File: src/rtl/uart_pkg.sv
// ---------------------------------------------------------------------------
// uart_pkg
//   Shared constants and types for the UART receiver, transmitter and the
//   receive-byte FIFO.
//
//   UART_DATA_W         byte width delivered by the receiver
//   UART_RX_FIFO_DEPTH  default number of entries in the receive FIFO
//   uart_byte_t         one received/transmitted byte
// ---------------------------------------------------------------------------
package uart_pkg;

    localparam int UART_DATA_W        = 8;
    localparam int UART_RX_FIFO_DEPTH = 16;

    typedef logic [UART_DATA_W-1:0] uart_byte_t;

endpackage

File: src/rtl/uart_rx_fifo.sv
// ---------------------------------------------------------------------------
// uart_rx_fifo
//   Receive-byte buffer sitting directly behind the UART receiver. Each
//   one-cycle receiver strobe is captured into a circular buffer and presented
//   to the bus side on a show-ahead valid/ready interface. Bytes arriving while
//   the buffer is full are dropped and flagged with a sticky overrun bit. A
//   level interrupt is raised while occupancy is at or above a programmable
//   threshold.
//
//   Ports
//     clk_i          system clock
//     rst_ni         asynchronous active-low reset
//     wr_valid_i     receiver byte strobe (one-cycle pulse)
//     wr_data_i      received byte, valid with wr_valid_i
//     rd_valid_o     head entry available
//     rd_data_o      head byte (show-ahead)
//     rd_ready_i     consumer accepts the head this cycle
//     flush_i        synchronous clear of contents and overrun
//     overrun_clr_i  clears the sticky overrun flag
//     thresh_i       interrupt level, 0 disables the interrupt
//     count_o        current occupancy, 0..DEPTH
//     empty_o        occupancy is zero
//     full_o         occupancy is DEPTH
//     overrun_o      sticky: at least one byte was dropped
//     irq_o          occupancy at or above a non-zero threshold
// ---------------------------------------------------------------------------
module uart_rx_fifo
    import uart_pkg::*;
#(
    parameter int DEPTH  = UART_RX_FIFO_DEPTH,
    parameter int DATA_W = UART_DATA_W
) (
    input  logic                     clk_i,
    input  logic                     rst_ni,
    input  logic                     wr_valid_i,
    input  logic [DATA_W-1:0]        wr_data_i,
    output logic                     rd_valid_o,
    output logic [DATA_W-1:0]        rd_data_o,
    input  logic                     rd_ready_i,
    input  logic                     flush_i,
    input  logic                     overrun_clr_i,
    input  logic [$clog2(DEPTH):0]   thresh_i,
    output logic [$clog2(DEPTH):0]   count_o,
    output logic                     empty_o,
    output logic                     full_o,
    output logic                     overrun_o,
    output logic                     irq_o
);

    localparam int AW = $clog2(DEPTH);
    localparam int PW = AW + 1;

    typedef logic [PW-1:0] ptr_t;

    logic [DATA_W-1:0] mem [DEPTH];

    ptr_t wr_ptr;
    ptr_t rd_ptr;
    logic overrun_q;

    logic push;
    logic pop;
    logic overrun_set;

    // The extra MSB on each pointer is a wrap bit: equal pointers mean empty,
    // equal index bits with differing wrap bits mean full.
    assign empty_o    = (wr_ptr == rd_ptr);
    assign full_o     = (wr_ptr[AW] != rd_ptr[AW]) &&
                        (wr_ptr[AW-1:0] == rd_ptr[AW-1:0]);
    assign count_o    = wr_ptr - rd_ptr;
    assign rd_valid_o = !empty_o;
    assign rd_data_o  = mem[rd_ptr[AW-1:0]];
    assign overrun_o  = overrun_q;
    assign irq_o      = (thresh_i != '0) && (count_o >= thresh_i);

    // A full buffer still accepts a byte when the head leaves in the same cycle.
    assign pop         = rd_valid_o && rd_ready_i;
    assign push        = wr_valid_i && (!full_o || pop);
    assign overrun_set = wr_valid_i && full_o && !pop;

    // Storage is deliberately not reset; a flushed cycle's byte is never stored.
    always_ff @(posedge clk_i) begin
        if (push && !flush_i) begin
            mem[wr_ptr[AW-1:0]] <= wr_data_i;
        end
    end

    // Flush overrides any coincident push or pop. A fresh overrun beats a
    // coincident clear so a dropped byte is never silently forgotten.
    always_ff @(posedge clk_i or negedge rst_ni) begin
        if (!rst_ni) begin
            wr_ptr    <= '0;
            rd_ptr    <= '0;
            overrun_q <= 1'b0;
        end else if (flush_i) begin
            wr_ptr    <= '0;
            rd_ptr    <= '0;
            overrun_q <= 1'b0;
        end else begin
            if (push) begin
                wr_ptr <= wr_ptr + ptr_t'(1);
            end
            if (pop) begin
                rd_ptr <= rd_ptr + ptr_t'(1);
            end
            if (overrun_set) begin
                overrun_q <= 1'b1;
            end else if (overrun_clr_i) begin
                overrun_q <= 1'b0;
            end
        end
    end

endmodule

File: config.mk
export PLATFORM = sky130hd
export DESIGN_NAME = uart_rx_fifo
export DESIGN_NICKNAME = d
export VERILOG_FILES = /design/src/rtl/uart_pkg.sv /design/src/rtl/uart_rx_fifo.sv
export SDC_FILE = /design/constraint.sdc
export NUM_CORES = 1
export LEC_CHECK = 0
export ABC_AREA = 1
export CAP_MARGIN = 40
export CORE_MARGIN = 4
export CORE_UTILIZATION = 60
export CTS_CLUSTER_DIAMETER = 200
export DETAILED_ROUTE_END_ITERATION = 6
export GPL_ROUTABILITY_DRIVEN = 0
export PLACE_DENSITY = 0.78
export SLEW_MARGIN = 0
export SYNTH_ARGS = -nofsm -noshare
export SYNTH_HDL_FRONTEND = slang
export SYNTH_SLANG_ARGS = --single-unit
File: constraint.sdc
create_clock -name clk_i -period 3.38 [get_ports clk_i]
set_clock_uncertainty 0.2 [all_clocks]
set_input_delay 0.338 -clock clk_i [delete_from_list [all_inputs] [get_ports clk_i]]
set_output_delay 0.338 -clock clk_i [all_outputs]
set_load 0.02 [all_outputs]
==> flow_summary_export.csv, run 1 <==
group,metric,value,unit
clock_network,cts_made_buffers,17,
final_layout,antenna_cells,0,
synth,synth-simple-area-share,24.2,%
sta,finalCritPeriodShare,95.0,%
drt,vias,4962,
critical_path,worstReg2RegEnd,"mem[8][2]$_DFFE_PP_",
synth,synth-compound-area-share,0.445,%
drt,drcViolationCount,0,
critical_path,crit_slowest_cell,"clkdlybuf4s50_1",
power_and_ir_drop,power_density,592,nW/µm²
sta,worstMarginPinSlew,0.792,ns
global_route,grt-ovfl-total,0,
sta,setup_tns,0,ns
final_layout,fin_area,8000,µm²
floorplanning,num_rows,38,
outcome,status,"complete, no violations",
synth,netlist_area,6740,µm²
clock_network,clk_path_buf_depth,2,
final_layout,layout-drive-gt1-share,8.46,%
synth,synth-xor-area-share,0.780,%
placed_design,portBuffers,36,
sta,relSlewSlack,47.0,%
floorplanning,start_util,61.6,%
clock_network,insertion_delay,0.41,ns
critical_path,cp_cell_sequence,"buf_12 -> inv_2 -> buf_12 -> nand2_1 -> nand3_1 -> nand2_1 -> nand2_1 -> nand2_1 -> inv_1 -> nand2_1 -> clkdlybuf4s50_1",
synth,avgSynthCellArea,9.29,µm²
critical_path,max_stage_delay,0.61,ns
critical_path,worst_ep_arrival_time,2.67,ns
synth,synth.distinct_cells,22,
drt,ant_nets,0,
sta,grt_setup_unrepaired,"false",
synth,synth_top_family_by_area,"simple AND/OR/NAND/NOR gates",
global_route,grt_usage,25.0,%
critical_path,critPathMostFrequentCell,"nand2_1",
floorplanning,die_w,114,µm
synth,synth_mux_area_share,0,%
clock_network,htree_levels,4,
final_layout,final_util,73.2,%
global_route,grt_max_degree,69,
synth,synth-seq-area-share,61.1,%
global_route,grt_pass1_wl,24600,µm
power_and_ir_drop,p_leak,3.66,nW
global_route,antenna_found_initial,0,
clock_network,cts_tree,"built",
synth,postSynthCellCount,726,
critical_path,timing.rr.start,"wr_ptr[2]$_DFFE_PN0P_",
synth,ys_ff_latch,139,
critical_path,crit_type,"reg -> out",
sta,finalMaxSlewViolations,0,
drt,wl,15500,µm
sta,hold_violations,0,
sta,clock.fmax,311,MHz
drt,first_pass_iters,5,
power_and_ir_drop,peakVddDrop,0.323,mV
sta,setup_viol,0,
synth,syn_nets,760,
synth,synthAdderAreaFrac,2.90,%
final_layout,nets,814,
floorplanning,core_area,10900,µm²
synth,yosysWarnings,0,
final_layout,areaGrowthSynthToFinish,18.7,%
drt,via_per_inst,5.32,
placed_design,placed_area,7320,µm²
floorplanning,ioPinCount,37,
critical_path,end_kind,"primary output",
placed_design,post-dp-hpwl,9590,µm
floorplanning,die-area,13000,µm²
critical_path,crit_required,2.84,ns
clock_network,clkSlewWorstSetupHoldPaths,0.06,ns
critical_path,critPathMaxFanout,68,
floorplanning,die_h,114,µm
job,maxCapViolCount,0,
drt,dr.first_iter.drc_count,532,
critical_path,startpoint_type,"flop",
global_route,grt_pass1_vias,4898,
sta,fin_crit,3.21,ns
drt,post_drt_wl_per_cell,16.7,µm
worst_hold_path,hp-class,"in -> async",
clock_network,clock-sinks,139,
clock_network,root_buffer,"clkbuf_16",
critical_path,rr_worst_depth,6,
power_and_ir_drop,finalPower,4.73,mW
critical_path,regToRegSetupSlack,0.71,ns
==> registers in the layout, indices dropped and copies added, names as in the netlist <==
name,count
mem,128
rd_ptr,5
wr_ptr,5
overrun_o,1
==> cell type report <==
type	instances	area (µm²)
Clock inverter	13	200
Sequential cell	139	4120
Tap cell	140	175
Multi-Input combinational cell	410	1920
Timing Repair Buffer	62	596
Clock buffer	18	429
Fill cell	751	2930
Inverter	150	563
==> layer usage <==
metal / routed length (µm) / up-vias / track usage [%]
met1: 6320 / 2351 / 31.7
met5: 0 / - / 0
met3: 856 / 38 / 4.93
li1: - / 2400 / -
met2: 8000 / 173 / 42.2
met4: 359 / 0 / 10.5
==> synth_stat cells, drive strengths merged <==
master / instances / area, µm²
nor2: 27 / 109
inv: 148 / 556
buf: 22 / 133
a21oi: 5 / 25.0
ha: 14 / 175
fa: 1 / 20.0
dfrtp: 11 / 275
nand4: 10 / 62.6
o21ai: 1 / 5.00
nand2: 244 / 923
clkbuf: 5 / 18.8
edfxtp: 128 / 3840
clkinv: 2 / 7.51
xor2: 6 / 52.6
nand3: 102 / 536
==> critical path: cells and delay by family, from the launching register on <==
kind | cells | cell delay (ns)
buffers and inverters | 5 | 1.26
flip-flops | 1 | 0.38
AND/OR/NAND/NOR | 6 | 0.53
==> power by group <==
part	leakage, nW	internal, mW	switching [mW]
clock network	0.301	1.30	0.674
logic	2.05	0.320	0.536
registers	1.30	1.90	0.00965
==> cell usage in the layout, fill, tap and decap left out <==
| master | netlist | routed |
|---|---|---|
| o21ai_0 | 1 | 1 |
| clkinv_1 | 2 | 4 |
| bufinv_16 | 0 | 5 |
| xor2_1 | 6 | 5 |
| fa_2 | 0 | 1 |
| xor2_2 | 0 | 1 |
| clkdlybuf4s50_1 | 0 | 35 |
| ha_1 | 14 | 14 |
| nand3_4 | 2 | 2 |
| clkinv_2 | 0 | 2 |
| nand2_2 | 3 | 3 |
| clkbuf_1 | 5 | 1 |
| dfrtp_2 | 0 | 1 |
| clkinvlp_4 | 0 | 2 |
| clkinv_4 | 0 | 2 |
| buf_12 | 0 | 2 |
| inv_1 | 145 | 145 |
| a21oi_1 | 5 | 5 |
| inv_2 | 3 | 3 |
| nand4_1 | 10 | 10 |
| dfrtp_1 | 11 | 10 |
| clkbuf_16 | 0 | 18 |
| edfxtp_1 | 128 | 128 |
| buf_4 | 5 | 24 |
| nand2_1 | 241 | 241 |
| nand3_1 | 100 | 100 |
| nor2_4 | 1 | 1 |
| nor2_1 | 26 | 26 |
==> cell families after synthesis <==
kind of cell,count (synthesis)
compound gates,6
fa+ha+maj,15
flops,139
simple gates,383
xor+xnor,6
buf+inv,177
==> worst max-delay path by stage <==
| stage | start | end | slack, ns | cells past startpoint |
|---|---|---|---|---|
| after floorplan | rd_ptr[1]$_DFFE_PN0P_ | irq_o | 0.37 | 14 |
| after global placement | wr_ptr[0]$_DFFE_PN0P_ | irq_o | 0.24 | 15 |
| after detailed placement | wr_ptr[0]$_DFFE_PN0P_ | irq_o | 0.13 | 15 |
| after CTS | rd_ptr[0]$_DFFE_PN0P_ | rd_data_o[7] | 0.02 | 11 |
| after global routing | wr_ptr[2]$_DFFE_PN0P_ | irq_o | 0.01 | 12 |
| final | rd_ptr[0]$_DFFE_PN0P_ | rd_data_o[7] | 0.17 | 11 |
==> per-stage QoR <==
step | setup WS [ns] | instances | hold slack [ns]
final | 0.170 | 932 | 0.0788
after global routing | 0.0115 | 932 | 0.126
after CTS | 0.0199 | 930 | 0.0894
after detailed placement | 0.126 | 899 | 0.339
after global placement | 0.237 | 899 | 0.320
after floorplan | 0.370 | 726 | -0.158
==> timing repair <==
item,4_1_cts,5_1_grt
setup endpoints to repair,9,9
resized for setup,4,7
hold buffers,0,0
cloned,0,1
pin swaps,0,1
setup buffers,0,1
No activity file was read; power rests on OpenSTA's default activity.
==> run 2: changes to the inputs <==
--- a/config.mk
+++ b/config.mk
@@ -12,7 +12,7 @@
 export CTS_CLUSTER_DIAMETER = 200
 export DETAILED_ROUTE_END_ITERATION = 6
 export GPL_ROUTABILITY_DRIVEN = 0
-export PLACE_DENSITY = 0.78
+export PLACE_DENSITY = 0.8
 export SLEW_MARGIN = 0
 export SYNTH_ARGS = -nofsm -noshare
 export SYNTH_HDL_FRONTEND = slang
==> constraint.sdc (replaced) <==
create_clock -name clk_i -period 3.38 [get_ports clk_i]
set_clock_uncertainty 0.2 [all_clocks]
set_input_delay 0.338 -clock clk_i [delete_from_list [all_inputs] [get_ports clk_i]]
set_output_delay 0.338 -clock clk_i [all_outputs]
set_load 0.05 [all_outputs]
==> run 2 against run 1 <==
  * Die area did not move
  * Cell area rose by 1.1%
  * Register-to-register slack improved by 0.02 ns
  * Critical endpoint is now irq_o
  * Critical path type unchanged
  * Routed wire length fell by 1.8%
  * Global-route usage fell by 0.089 points
  * Setup slack got worse by 0.089 ns
  * Largest cell class unchanged
==> flow_summary_export.csv, run 2 (synthesis gave the netlist of run 1 again) <==
group,metric,value,unit
outcome,status,"complete, no violations",
critical_path,rr_worst_depth,7,
final_layout,ff_latch_area,4120,µm²
critical_path,worstSetupStartpoint,"wr_ptr[0]$_DFFE_PN0P_",
sta,setup_viol,0,
final_layout,instances_no_fill,927,
global_route,grt-ovfl-total,0,
critical_path,max_stage_delay,0.43,ns
power_and_ir_drop,p_leak,3.66,nW
power_and_ir_drop,finalPower,4.78,mW
critical_path,cp_cell_sequence,"inv_4 -> ha_4 -> inv_1 -> fa_2 -> nand3_1 -> nand2_2 -> xor2_2 -> ha_4 -> nand2_1 -> inv_2 -> nand4_1 -> nand3_1 -> nor2_1 -> nor2_2 -> buf_12",
clock_network,clkSlewWorstSetupHoldPaths,0.06,ns
job,maxCapViolCount,0,
final_layout,layout-drive-gt1-share,11.4,%
global_route,grt_max_degree,69,
power_and_ir_drop,power_frac_comb,24.2,%
sta,finalCritPeriodShare,97.6,%
drt,wl,15300,µm
final_layout,layout_common_cells,"240 x nand2_1, 143 x inv_1, 128 x edfxtp_1",
power_and_ir_drop,power_density,591,nW/µm²
critical_path,crit_type,"reg -> out",
clock_network,htree_levels,4,
critical_path,crit_slowest_cell,"dfrtp_2",
placed_design,pre_cts_ws,0.304,ns
drt,ant_nets,0,
clock_network,root_buffer,"clkbuf_16",
global_route,grt_pass1_wl,24900,µm
floorplanning,ioPinCount,37,
clock_network,insertion_delay,0.42,ns
floorplanning,num_rows,38,
clock_network,cts_tree,"built",
critical_path,critPathMaxFanout,4,
global_route,antenna_found_initial,0,
clock_network,cts_made_buffers,17,
critical_path,cp.depth,15,
critical_path,critPathBufInv,4,
critical_path,startpoint_type,"flop",
sta,fin_crit,3.30,ns
final_layout,areaGrowthSynthToFinish,20.0,%
power_and_ir_drop,p_int,3.35,mW
critical_path,worstReg2RegEnd,"mem[13][7]$_DFFE_PP_",
power_and_ir_drop,switchingPower,1.43,mW
clock_network,clock-sinks,139,
power_and_ir_drop,clockPowerShare,35.9,%
final_layout,final_common_cell,"nand2_1",
sta,worstMarginPinSlew,0.768,ns
floorplanning,die_w,114,µm
clock_network,clk_path_buf_depth,2,
floorplanning,die-area,13000,µm²
final_layout,multi_input_comb_area,1980,µm²
sta,holdWs,0.0597,ns
placed_design,post-dp-hpwl,9660,µm
critical_path,setup.worst_path.end,"irq_o",
sta,finalMaxSlewViolations,0,
floorplanning,core_area,10900,µm²
power_and_ir_drop,peakVddDrop,0.369,mV
final_layout,antenna_cells,0,
placed_design,dp_cells,893,
global_route,grt_usage,24.9,%
drt,dr.first_iter.drc_count,556,
critical_path,end_kind,"primary output",
power_and_ir_drop,switching_share,29.9,%
placed_design,portBuffers,36,
critical_path,critical_path.top_delay_family,"adder cells",
final_layout,nets,809,
drt,first_pass_iters,5,
sta,relSlewSlack,48.6,%
critical_path,crit_required,2.84,ns
global_route,grt_pass1_vias,5012,
final_layout,fillerInstances,702,
critical_path,timing.rr.start,"rd_ptr[3]$_DFFE_PN0P_",
sta,grt_setup_unrepaired,"true",
final_layout,largest_reg_flops,128,
drt,via_per_inst,5.42,
worst_hold_path,hp-class,"in -> async",
floorplanning,start_util,61.6,%
sta,hold_violations,0,
final_layout,final_util,74.0,%
critical_path,worst_ep_arrival_time,2.76,ns
floorplanning,die_h,114,µm
drt,drcViolationCount,0,
sta,clock.fmax,303,MHz
critical_path,regToRegSetupSlack,0.73,ns
drt,post_drt_wl_per_cell,16.5,µm
drt,vias,5020,
power_and_ir_drop,pwr-share-seq,39.9,%
sta,setup_ws,0.0804,ns
==> run 2: through the flow <==
stage	setup TNS, ns	instance area, µm²
global placement	0	7460
global route	-0.0486	8090
finish	0	8090
floorplan	0	6770
detailed placement	0	7460
CTS	0	8040
==> run 2: final cells by class <==
type | count | share of cell area (%)
Sequential cell | 139 | 51.0
Timing Repair Buffer | 57 | 8.58
Inverter | 150 | 7.02
Clock inverter | 13 | 1.48
Multi-Input combinational cell | 410 | 24.5
Tap cell | 140 | 2.17
Clock buffer | 18 | 5.30
==> run 2: what timing repair did <==
action,in CTS,in global routing
pin swaps,1,4
hold endpoints to repair,0,0
setup endpoints to repair,1,6
setup buffers,1,2
resized for setup,7,9
hold buffers,0,0
==> run 2: worst register-to-register path: cells and delay by family, from the launching register on <==
kind                     cells  cell delay [ns]
AND/OR/NAND/NOR              5             1.16
flip-flops                   1             0.44
adder cells (fa/ha/maj)      1             0.32
buffers and inverters        1             0.15
==> run 2: how the worst min path moves through the flow <==
stage,startpoint,slack [ns],cells past startpoint,end
after floorplan,rst_ni,-0.16,0,overrun_o$_DFFE_PN0P_
after global placement,overrun_o$_DFFE_PN0P_,0.32,2,overrun_o$_DFFE_PN0P_
after detailed placement,overrun_o$_DFFE_PN0P_,0.32,2,overrun_o$_DFFE_PN0P_
after CTS,rst_ni,0.07,1,rd_ptr[3]$_DFFE_PN0P_
after global routing,rst_ni,0.11,1,rd_ptr[4]$_DFFE_PN0P_
final,rst_ni,0.06,1,rd_ptr[4]$_DFFE_PN0P_
==> run 2: layer usage <==
layer  track usage (%)  share of wire, %  up-vias
met5                 0                 0        -
met4              8.87               1.8        0
met3              4.72               6.1       26
met2              42.7                52      189
met1              31.8                41     2412
li1                  -                 -     2393
==> run 2: power groups by stage <==
stage	logic [mW]	clock network [mW]	registers [mW]
4_1_cts	1.13	1.72	1.91
2_1_floorplan	0.668	0	1.94
3_3_place_gp	1.09	0	1.94
3_5_place_dp	1.11	0	1.94
6_report	1.16	1.71	1.91
5_1_grt	1.24	1.82	1.91
